### config.mk
export PLATFORM = sky130hd
export DESIGN_NAME = regfile_mp
export DESIGN_NICKNAME = d
export VERILOG_FILES = /design/src/rtl/regfile_pkg.sv /design/src/rtl/regfile_rd_port.sv /design/src/rtl/regfile_mp.sv
export SDC_FILE = /design/constraint.sdc
export NUM_CORES = 1
export LEC_CHECK = 0
export ABC_AREA = 1
export CAP_MARGIN = 20
export CORE_ASPECT_RATIO = 0.9
export CORE_UTILIZATION = 59
export CTS_CLUSTER_DIAMETER = 200
export DETAILED_ROUTE_END_ITERATION = 10
export GPL_TIMING_DRIVEN = 1
export PLACE_DENSITY = 0.82
export SETUP_SLACK_MARGIN = 0.15
export SYNTH_ARGS = -nofsm -noshare
export SYNTH_HDL_FRONTEND = slang
export SYNTH_SLANG_ARGS = --single-unit
### constraint.sdc
create_clock -name clk -period 1.7 [get_ports clk]
set_input_delay 0.17 -clock clk [delete_from_list [all_inputs] [get_ports clk]]
set_output_delay 0.17 -clock clk [all_outputs]
set_load 0.02 [all_outputs]
### src/rtl/regfile_pkg.sv
// Shared types and default sizing for the multi-port register file.
// Imported by the top module and the read-port sub-module.
package regfile_pkg;

    typedef enum logic {
        IDLE  = 1'b0,
        SWEEP = 1'b1
    } clr_state_t;

    localparam int RF_DATA_W = 8;
    localparam int RF_ADDR_W = 3;
    localparam int RF_NUM_RD = 2;

endpackage

### src/rtl/regfile_rd_port.sv
// One combinational read port: storage mux, optional write forwarding,
// optional hardwired-zero entry 0.
module regfile_rd_port
    import regfile_pkg::*;
#(
    parameter int DATA_W   = RF_DATA_W,
    parameter int ADDR_W   = RF_ADDR_W,
    parameter int BYPASS   = 0,
    parameter int ZERO_REG = 0
) (
    input  logic [DATA_W-1:0] mem [2**ADDR_W],
    input  logic [ADDR_W-1:0] addr,
    input  logic              we0,
    input  logic [ADDR_W-1:0] wa0,
    input  logic [DATA_W-1:0] wd0,
    input  logic              we1,
    input  logic [ADDR_W-1:0] wa1,
    input  logic [DATA_W-1:0] wd1,
    output logic [DATA_W-1:0] data
);

    always_comb begin
        data = mem[addr];
        if (BYPASS != 0) begin
            // Port 1 wins, matching the write-commit priority.
            if (we1 && (wa1 == addr)) begin
                data = wd1;
            end else if (we0 && (wa0 == addr)) begin
                data = wd0;
            end
        end
        // Zero entry masks everything, forwarded data included.
        if ((ZERO_REG != 0) && (addr == '0)) begin
            data = '0;
        end
    end

endmodule

### src/rtl/regfile_mp.sv
// Parametrised register file: NUM_RD combinational read ports, two write
// ports (port 1 has priority), and a one-entry-per-cycle background clear.
module regfile_mp
    import regfile_pkg::*;
#(
    parameter int DATA_W   = RF_DATA_W,
    parameter int ADDR_W   = RF_ADDR_W,
    parameter int NUM_RD   = RF_NUM_RD,
    parameter int BYPASS   = 0,
    parameter int ZERO_REG = 0
) (
    input  logic                     clk,
    input  logic                     reset,
    input  logic [NUM_RD*ADDR_W-1:0] rd_addr,
    output logic [NUM_RD*DATA_W-1:0] rd_data,
    input  logic                     we0,
    input  logic [ADDR_W-1:0]        wa0,
    input  logic [DATA_W-1:0]        wd0,
    input  logic                     we1,
    input  logic [ADDR_W-1:0]        wa1,
    input  logic [DATA_W-1:0]        wd1,
    input  logic                     clr_req,
    output logic                     clr_busy,
    output logic                     wr_collide
);

    localparam int DEPTH = 2**ADDR_W;

    logic [DATA_W-1:0] mem_reg [DEPTH];

    clr_state_t        state_reg, state_next;
    logic [ADDR_W-1:0] idx_reg, idx_next;
    logic              clr_busy_reg, clr_busy_next;
    logic              wr_collide_reg, wr_collide_next;
    logic              clr_active;

    // Clear engine: IDLE waits for a request, SWEEP zeroes idx each cycle.
    always_comb begin
        state_next = state_reg;
        idx_next   = idx_reg;
        clr_active = 1'b0;
        case (state_reg)
            IDLE: begin
                if (clr_req) begin
                    state_next = SWEEP;
                    idx_next   = '0;
                end
            end
            SWEEP: begin
                clr_active = 1'b1;
                if (idx_reg == ADDR_W'(DEPTH - 1)) begin
                    state_next = IDLE;
                    idx_next   = '0;
                end else begin
                    idx_next = idx_reg + 1'b1;
                end
            end
            default: begin
                state_next = IDLE;
                idx_next   = '0;
            end
        endcase
        clr_busy_next   = (state_next == SWEEP);
        wr_collide_next = we0 && we1 && (wa0 == wa1);
    end

    always_ff @(posedge clk) begin
        if (reset) begin
            state_reg      <= IDLE;
            idx_reg        <= '0;
            clr_busy_reg   <= 1'b0;
            wr_collide_reg <= 1'b0;
        end else begin
            state_reg      <= state_next;
            idx_reg        <= idx_next;
            clr_busy_reg   <= clr_busy_next;
            wr_collide_reg <= wr_collide_next;
        end
    end

    assign clr_busy   = clr_busy_reg;
    assign wr_collide = wr_collide_reg;

    // Per-entry storage: external writes beat the sweep on the same entry.
    for (genvar gi = 0; gi < DEPTH; gi++) begin : g_entry
        always_ff @(posedge clk) begin
            if (reset) begin
                mem_reg[gi] <= '0;
            end else if ((ZERO_REG != 0) && (gi == 0)) begin
                mem_reg[gi] <= '0;
            end else if (we1 && (wa1 == ADDR_W'(gi))) begin
                mem_reg[gi] <= wd1;
            end else if (we0 && (wa0 == ADDR_W'(gi))) begin
                mem_reg[gi] <= wd0;
            end else if (clr_active && (idx_reg == ADDR_W'(gi))) begin
                mem_reg[gi] <= '0;
            end
        end
    end

    for (genvar gi = 0; gi < NUM_RD; gi++) begin : g_rd
        regfile_rd_port #(
            .DATA_W  (DATA_W),
            .ADDR_W  (ADDR_W),
            .BYPASS  (BYPASS),
            .ZERO_REG(ZERO_REG)
        ) u_rd_port (
            .mem (mem_reg),
            .addr(rd_addr[gi*ADDR_W +: ADDR_W]),
            .we0 (we0),
            .wa0 (wa0),
            .wd0 (wd0),
            .we1 (we1),
            .wa1 (wa1),
            .wd1 (wd1),
            .data(rd_data[gi*DATA_W +: DATA_W])
        );
    end

endmodule

* Word-level counts from Yosys, hierarchy flattened *
Cells that the tools add are included.

word-level totals
  register bits = 69
  bits in latches = 0
  RAM bits = 0
  bits in read-only memories = 0
  input bits = 33
  output and inout port bits = 18
  memories = 0

cells by class
  add/sub/neg operators = 1
  $mul = 0
  div/mod/pow operators = 0
  magnitude comparators = 2
  equality and inequality tests = 23
  shift-type cells = 0
  muxes and demuxes = 37
  bitwise logic cells = 3
  reductions and logical operators = 37

operators by type and width
  operator                                                  number
  2-to-1 mux 8 bit                                          28
  binary-select mux 8 bit (select 3 bit)                    2
  == test 3 bit, second input constant                      12
  logical AND 1 bit                                         26
  nonzero test 3 bit                                        8
  == test 3 x 2 -> 1 bit, second input constant             6
  == test 3 x 1 -> 1 bit, second input constant             3
  zero test 3 bit                                           3
  greater-or-equal comparator 4 bit, second input constant  2
  NOT 3 -> 4 bit                                            2
  2-to-1 mux 3 bit                                          2
  one-hot mux 3 bit (2 select lines)                        1
  adder 3 x 1 -> 3 bit, second input constant               1
  == test 3 bit                                             1
  2-to-1 mux 1 bit                                          3
  inequality test 2 bit, second input constant              1
  one-hot mux 1 bit (2 select lines)                        1
  NOT 1 bit                                                 1

* Depth between registers and ports, before layout *
Gate-level depths: netlist (run 1).

  depth in word-level cells = 5
  gate-level depth with buffers = 9
  depth with buffers taken out = 9

* Cells and area by module *
Synthesis (run 1) repeated with hierarchy kept, for this count alone.

second synthesis, totals
  cell total of the unflattened synthesis = 1198
  area, all modules = 6297.3 µm²

modules (own cells, without submodules)
  module           times used  cells an instance  area each (µm²)
  regfile_mp       1           770                4430.5
  regfile_rd_port  2           214                933.4

* Least setup slack after synthesis (run 1) *
OpenSTA, ideal clock, no wires.

  kind = register -> register
  from = register clr_busy (netlist name)
  to = register mem_reg[16] in the netlist's numbering
  setup time = 111 ps
  arrival = 1259 ps
  data required time = 1589 ps
  slack = 329 ps
  cell stages (with the launch flop) = 7
  path buffers = 1
  period minus slack after synthesis = 1371 ps
  cell sequence = dfxtp_1 > buf_2 > nand3_1 > nand3_2 > nand2_1 > nor2_1 > nor2_1

RTL lines
  item                             line              RTL
  to (signal, indexed assignment)  regfile_mp.sv:92  mem_reg[gi] <= wd1;
  to (signal, indexed assignment)  regfile_mp.sv:94  mem_reg[gi] <= wd0;
  to (decl)                        regfile_mp.sv:29  logic [DATA_W-1:0] mem_reg [DEPTH];

* Worst setup path after layout (run 1) *
  from = register idx_reg[0]
  to = register mem_reg[2] in the netlist's numbering

between the ends
  cells in the longest elaborated chain, start to end = 3

ends and longest elaborated chain
  item                          line              RTL
  from (decl)                   regfile_mp.sv:32  logic [ADDR_W-1:0] idx_reg, idx_next;
  from (signal assigned)        regfile_mp.sv:75  idx_reg <= idx_next;
  == test 3 bit                 regfile_mp.sv:95  end else if (clr_active && (idx_reg == ADDR_W'(gi))) begin
  logical AND 1 bit             regfile_mp.sv:95
  nonzero test 3 bit (no line)  --

No other way between the ends.
A chain may end at the register's enable or synchronous reset.

==> impl_metrics.toml, run 1 <==
[cells_and_area]
fin_area_um2 = 6750
area_growth_pct = 25.3
largest_reg_flops = 64
fill_cells = 781
fin_nets = 1104
drive_above_1_share_pct = 19.6
ff_latch_area_um2 = 1400
antenna_cells = 0
finish.utilization_pct = 77.3
multi_input_area_um2 = 3500

[die]
ios = 51
start_util_pct = 61.7
core_area_um2 = 8730
fp.dieW_um = 103
die_area_um2 = 9510
rows = 32
die_y_um = 92.6

[drt]
drt_first_pass_iters = 6
drc = 0
viasPerCell = 5.65
ant_nets = 0
drt_iter0_drc = 763
vias = 6713
routedWlPerCell_um = 15.8
totalWireLength_um = 18800

[clocking]
cts_max_path_buffers = 2
cts_max_level = 3
cts_tree = "done"
path_clk_slew_ps = 80
clk_latency_ps = 360
numCtsBuffers = 9
cts_root_buffer = "clkbuf_8"
cts_sinks = 69

[synth]
syn_area_um2 = 5380
synthDistinctLibCells = 24
yosysSeqAreaShare_pct = 25.7
synth-seq-cells = 69
synth.avg_cell_area_um2 = 5.45
synth_cells = 987
yosys_warnings = 0
syn_nets = 1026

[sta]
max_freq_ghz = 0.643
fin_crit_sh_pct = 91.5
fin_crit_ps = 1560
finClkSkew_ps = 12.7
slew_violations = 0
finalHoldViolCount = 0
fin_ws_ps = 145
setup_viol = 0
rsz0062_at_grt = "true"
relSlewSlack_pct = 60.0
worst_slew_pin_slew_ps = 598

[setup_path]
rrSetupSlack_ps = 140
cp_max_fo = 5
reg2reg_to = "mem_reg[2]"
critPathKind = "reg -> reg"
worstPathRequired_ps = 1960
reg2reg_depth = 9
cp.arrival_ps = 1810
critPathLaunchType = "flip-flop"
crit_path_start = "idx_reg[0]"
cp-end-kind = "flip-flop"
worst_r2r_startpoint = "idx_reg[0]"
endpoint = "mem_reg[2]"

[power]
total_power_w = 0.00463
vdd_drop_max_v = 0.000381
pwr_density_cell_nw_per_um2 = 687
p_leak_nw = 3.35

[placement]
gp_congestion = 0.982
pre_cts_slack_ps = -442
placed_area_um2 = 6320
io_buffers = 50
hpwl_um = 13500

[global_routing]
grt_max_degree = 53
grt_first_pass_wirelength_um = 29200
grtUsageMet1_pct = 55.7
grt_pass1_vias = 5751
use_met2_pct = 59.8
gr-total-overflow = 0
groute.usage.overall_pct = 41.0
met3_usage_pct = 10.0
top_usage_layer = "met2"
antenna_found_initial = 0

[outcome]
status = "completed"

[flow_run]
cap_violations = 0

[min_path]
hold_class = "in -> reg"
hold_start = "clr_req"
timing repair:
item,in CTS,in global routing
hold buffers,0,0
gates cloned,1,0
hold endpoints to repair,0,0
setup buffers,1,3
setup endpoints to repair,21,40
resized for setup,96,122
pin swaps,2,21
power by group:
group          total [W]  switching, W  internal [W]
registers        0.00182     0.0000864       0.00173
clock network    0.00153      0.000697      0.000830
logic            0.00129      0.000795      0.000495
total            0.00463       0.00158       0.00305
metrics by stage:
| step | TNS, ps | hold WS [ps] | cells |
|---|---|---|---|
| final | 0 | 440 | 1189 |
| after global routing | 0 | 453 | 1189 |
| after CTS | 0 | 434 | 1186 |
| after detailed placement | -6720 | 496 | 1168 |
| after global placement | -6180 | 478 | 1168 |
| after floorplan | 0 | 306 | 987 |
final cells by class:
class / instances / area share (%)
timing repair buffer: 113 / 15.6
clock buffer: 9 / 1.84
multi-input combinational: 762 / 51.9
tap: 119 / 2.21
inverter: 110 / 6.21
clock inverter: 7 / 1.45
sequential: 69 / 20.8
worst max-delay path, stage by stage, from the launching register on:
cell      delay, ps
dfxtp_2         350
ha_2            190
ha_2            170
nand2_1          60
inv_2            70
nor2_4          170
buf_4           140
nand3b_1        130
nand2_1         110
nor2_1           50
Yosys cell counts (all sizes together):
cell type | number | share of area, %
ha | 6 | 1.4
o21ai | 83 | 7.7
nor4 | 1 | 0.12
nor2 | 224 | 16
clkbuf | 19 | 1.3
nand3 | 19 | 2.2
nand3b | 8 | 1.1
or2 | 2 | 0.23
nor3 | 5 | 0.46
buf | 27 | 2.6
dfxtp | 69 | 26
clkinv | 1 | 0.070
inv | 109 | 7.6
nand2 | 293 | 21
a21oi | 76 | 7.1
nand4 | 45 | 5.2
cell usage in the layout (no fill, tap or decap), drive strengths merged, types with 9 or more instances in the layout:
cell             n
nand2          293
nor2           224
dfxtp           69
a21oi           76
o21ai           83
nand4           45
inv            109
clkbuf           9
clkdlybuf4s50   29
nand3           19
buf             81
logic make-up after synthesis:
family | share of synthesized area (%)
and+or+nand+nor | 46.6
AOI/OAI and AO/OA | 14.8
buffers and inverters | 11.6
DFF | 25.7
adders and majority gates | 1.39
worst min path at each step:
stage	end	slack (ps)	depth (start not counted)
2_1_floorplan	mem_reg[18]	310	2
3_3_place_gp	idx_reg[0]	480	1
3_5_place_dp	idx_reg[0]	500	1
4_1_cts	wr_collide	430	3
5_1_grt	idx_reg[0]	450	3
6_report	idx_reg[0]	440	3
metal layers:
metal / wire length [um] / part of all wire [%]
met1: 7650 / 41
met2: 7810 / 42
met3: 2460 / 13
met4: 831 / 4.4
met5: 0 / 0
No activity file was read; power rests on OpenSTA's default activity.
==> run 2: changes to the inputs <==
--- a/config.mk
+++ b/config.mk
@@ -8,12 +8,14 @@
 export ABC_AREA = 1
 export CAP_MARGIN = 20
 export CORE_ASPECT_RATIO = 0.9
-export CORE_UTILIZATION = 59
+export CORE_UTILIZATION = 60
 export CTS_CLUSTER_DIAMETER = 200
 export DETAILED_ROUTE_END_ITERATION = 10
 export GPL_TIMING_DRIVEN = 1
 export PLACE_DENSITY = 0.82
 export SETUP_SLACK_MARGIN = 0.15
+export SLEW_MARGIN = 0
 export SYNTH_ARGS = -nofsm -noshare
 export SYNTH_HDL_FRONTEND = slang
+export SYNTH_HIERARCHICAL = 1
 export SYNTH_SLANG_ARGS = --single-unit
==> impl_metrics.toml, run 2 <==
[cells_and_area]
fin_area_um2 = 7510
multi_input_area_um2 = 3740
fin_nets = 1300
area_growth_pct = 19.3
largest_reg_flops = 64
antenna_cells = 0
fill_cells = 941
ff_latch_area_um2 = 1450
drive_above_1_share_pct = 15.6
final_cell_mix = "nand2_1 (451), inv_1 (210), nor2_1 (180), nand3_1 (77), buf_4 (49)"
final_common_cell = "nand2_1"

[synth]
synthMostInstantiatedCell = "nand2_1"
synth_edf_count = 0
yosysTopAreaCell = "nand2_1"
yosys-top-cells-area = "nand2_1 (27%), dfxtp_1 (22%), inv_1 (13%), nor2_1 (11%), nand3_1 (6.2%)"
synthDistinctLibCells = 25
yosysSeqAreaShare_pct = 21.9
synthArstFlopShare_pct = 0
synth.avg_cell_area_um2 = 5.26
yosysTopAreaCellShare_pct = 26.9
synth_cells = 1198
yosys_warnings = 6
syn_nets = 1237
syn_area_um2 = 6300
synth_commonest_cells = "nand2_1 (451), inv_1 (212), nor2_1 (185), nand3_1 (78), dfxtp_1 (69)"
ys.flop_type = "dfxtp_1"
synth-seq-cells = 69

[global_routing]
gr-total-overflow = 0
grt_max_degree = 53
antenna_found_initial = 0
groute.usage.overall_pct = 40.1
grt_first_pass_wirelength_um = 33000
grt_pass1_vias = 6558

[setup_path]
cp-end-kind = "output pin"
worst_r2r_startpoint = "idx_reg[0]"
reg2reg_to = "mem_reg[5]"
rrSetupSlack_ps = 240
cp_max_fo = 3
cp.arrival_ps = 1320
critPathLaunchType = "flip-flop"
critPathKind = "reg -> out"
endpoint = "rd_data[2]"
crit_path_start = "mem_reg[2]"
reg2reg_depth = 9
worstPathRequired_ps = 1530

[sta]
setup_viol = 0
slew_violations = 0
relSlewSlack_pct = 58.4
fin_crit_sh_pct = 87.8
finClkSkew_ps = 9.64
fin_crit_ps = 1490
rsz0062_at_grt = "true"
worst_slew_pin_slew_ps = 622
max_freq_ghz = 0.670
whs_ps = 308
finalHoldViolCount = 0

[drt]
totalWireLength_um = 21300
drt_first_pass_iters = 5
routedWlPerCell_um = 15.3
viasPerCell = 5.32
vias = 7419
ant_nets = 0
drc = 0
drt_iter0_drc = 801

[clocking]
clk_latency_ps = 330
numCtsBuffers = 9
cts_root_buffer = "clkbuf_16"
cts_max_path_buffers = 2
cts_sinks = 69
cts_tree = "done"
path_clk_slew_ps = 60
cts_max_level = 3

[die]
die_y_um = 99.2
core_area_um2 = 10200
die_area_um2 = 10900
fp.dieW_um = 110
rows = 35
start_util_pct = 61.7
ios = 51

[placement]
io_buffers = 50
gp_congestion = 1.04
placed_area_um2 = 7080
hpwl_um = 15600

[power]
netSwitchingPower_w = 0.00176
p_leak_nw = 4.00
p_int_w = 0.00344
pwr_density_cell_nw_per_um2 = 693
power_frac_comb_pct = 27.2
vdd_drop_max_v = 0.000515
p_clk_share_pct = 37.1
p_seq_share_pct = 35.6
p_sw_share_pct = 33.8

[flow_run]
cap_violations = 0

[outcome]
status = "completed"

[min_path]
hold_class = "in -> reg"
==> run 2: per-layer routing <==
| layer | GRT usage (%) | share of wire [%] |
|---|---|---|
| met2 | 62.3 | 43 |
| met5 | 0 | 0 |
| met1 | 51.8 | 41 |
| met3 | 8.98 | 10 |
| met4 | 20.3 | 5.5 |
==> run 2: per-stage QoR <==
step	instances	setup WS, ps	TNS, ps	power, W	utilization, %
2_1_floorplan	1198	263	0	0.00276	-
3_3_place_gp	1377	-502	-8150	0.00324	69.4
3_5_place_dp	1377	-528	-10260	0.00326	69.4
4_1_cts	1394	119	0	0.00517	73.1
5_1_grt	1395	110	0	0.00544	73.6
6_report	1395	208	0	0.00520	73.6
==> run 2: cell families (layout without fill, tap and decap cells) <==
kind of cell / Yosys count / after routing / share of synthesized area, %
simple gates: 834 / 834 / 56.7
buf+inv: 281 / 349 / 19.5
flops: 69 / 69 / 21.9
compound gates: 8 / 8 / 0.636
fa+ha+maj: 6 / 6 / 1.19
==> run 2: critical path, stage by stage, from the launching register on <==
cell and delay (ps):
dfxtp_2 360, inv_1 50, nand2_1 50, nand3_1 130, nand2_1 120, nand2_1 50
nand2_1 80, buf_4 140
==> run 2: what timing repair did <==
item | CTS | global route
resized for setup | 89 | 59
hold endpoints to repair | 0 | 0
gates cloned | 1 | 1
buffers inserted | 0 | 0
setup endpoints to repair | 24 | 59
hold buffers | 0 | 0
==> run 2: power groups by stage <==
stage / logic [W] / registers (W) / clock network [W]
final: 0.00142 / 0.00185 / 0.00193
after global routing: 0.00157 / 0.00186 / 0.00201
after CTS: 0.00139 / 0.00185 / 0.00194
after detailed placement: 0.00138 / 0.00188 / 0
after global placement: 0.00137 / 0.00187 / 0
after floorplan: 0.000933 / 0.00182 / 0
==> run 2: how the worst min path moves through the flow <==
stage / from / to / slack (ps) / cells past startpoint
floorplan: reset / idx_reg[1] / 240 / 1
global placement: idx_reg[0] / idx_reg[0] / 470 / 1
detailed placement: idx_reg[0] / idx_reg[0] / 490 / 1
CTS: reset / idx_reg[2] / 470 / 2
global route: wa1[0] / wr_collide / 380 / 5
finish: wa1[0] / wr_collide / 310 / 4
==> run 2: cell type report <==
class | instances | area share, %
well taps | 129 | 2.15
clock buffers | 11 | 3.23
repair buffers | 105 | 12.6
inverters | 227 | 12.1
clock inverters | 5 | 0.783
repair inverters | 1 | 0.117
flip-flops and latches | 69 | 19.2
multi-input cells | 848 | 49.8
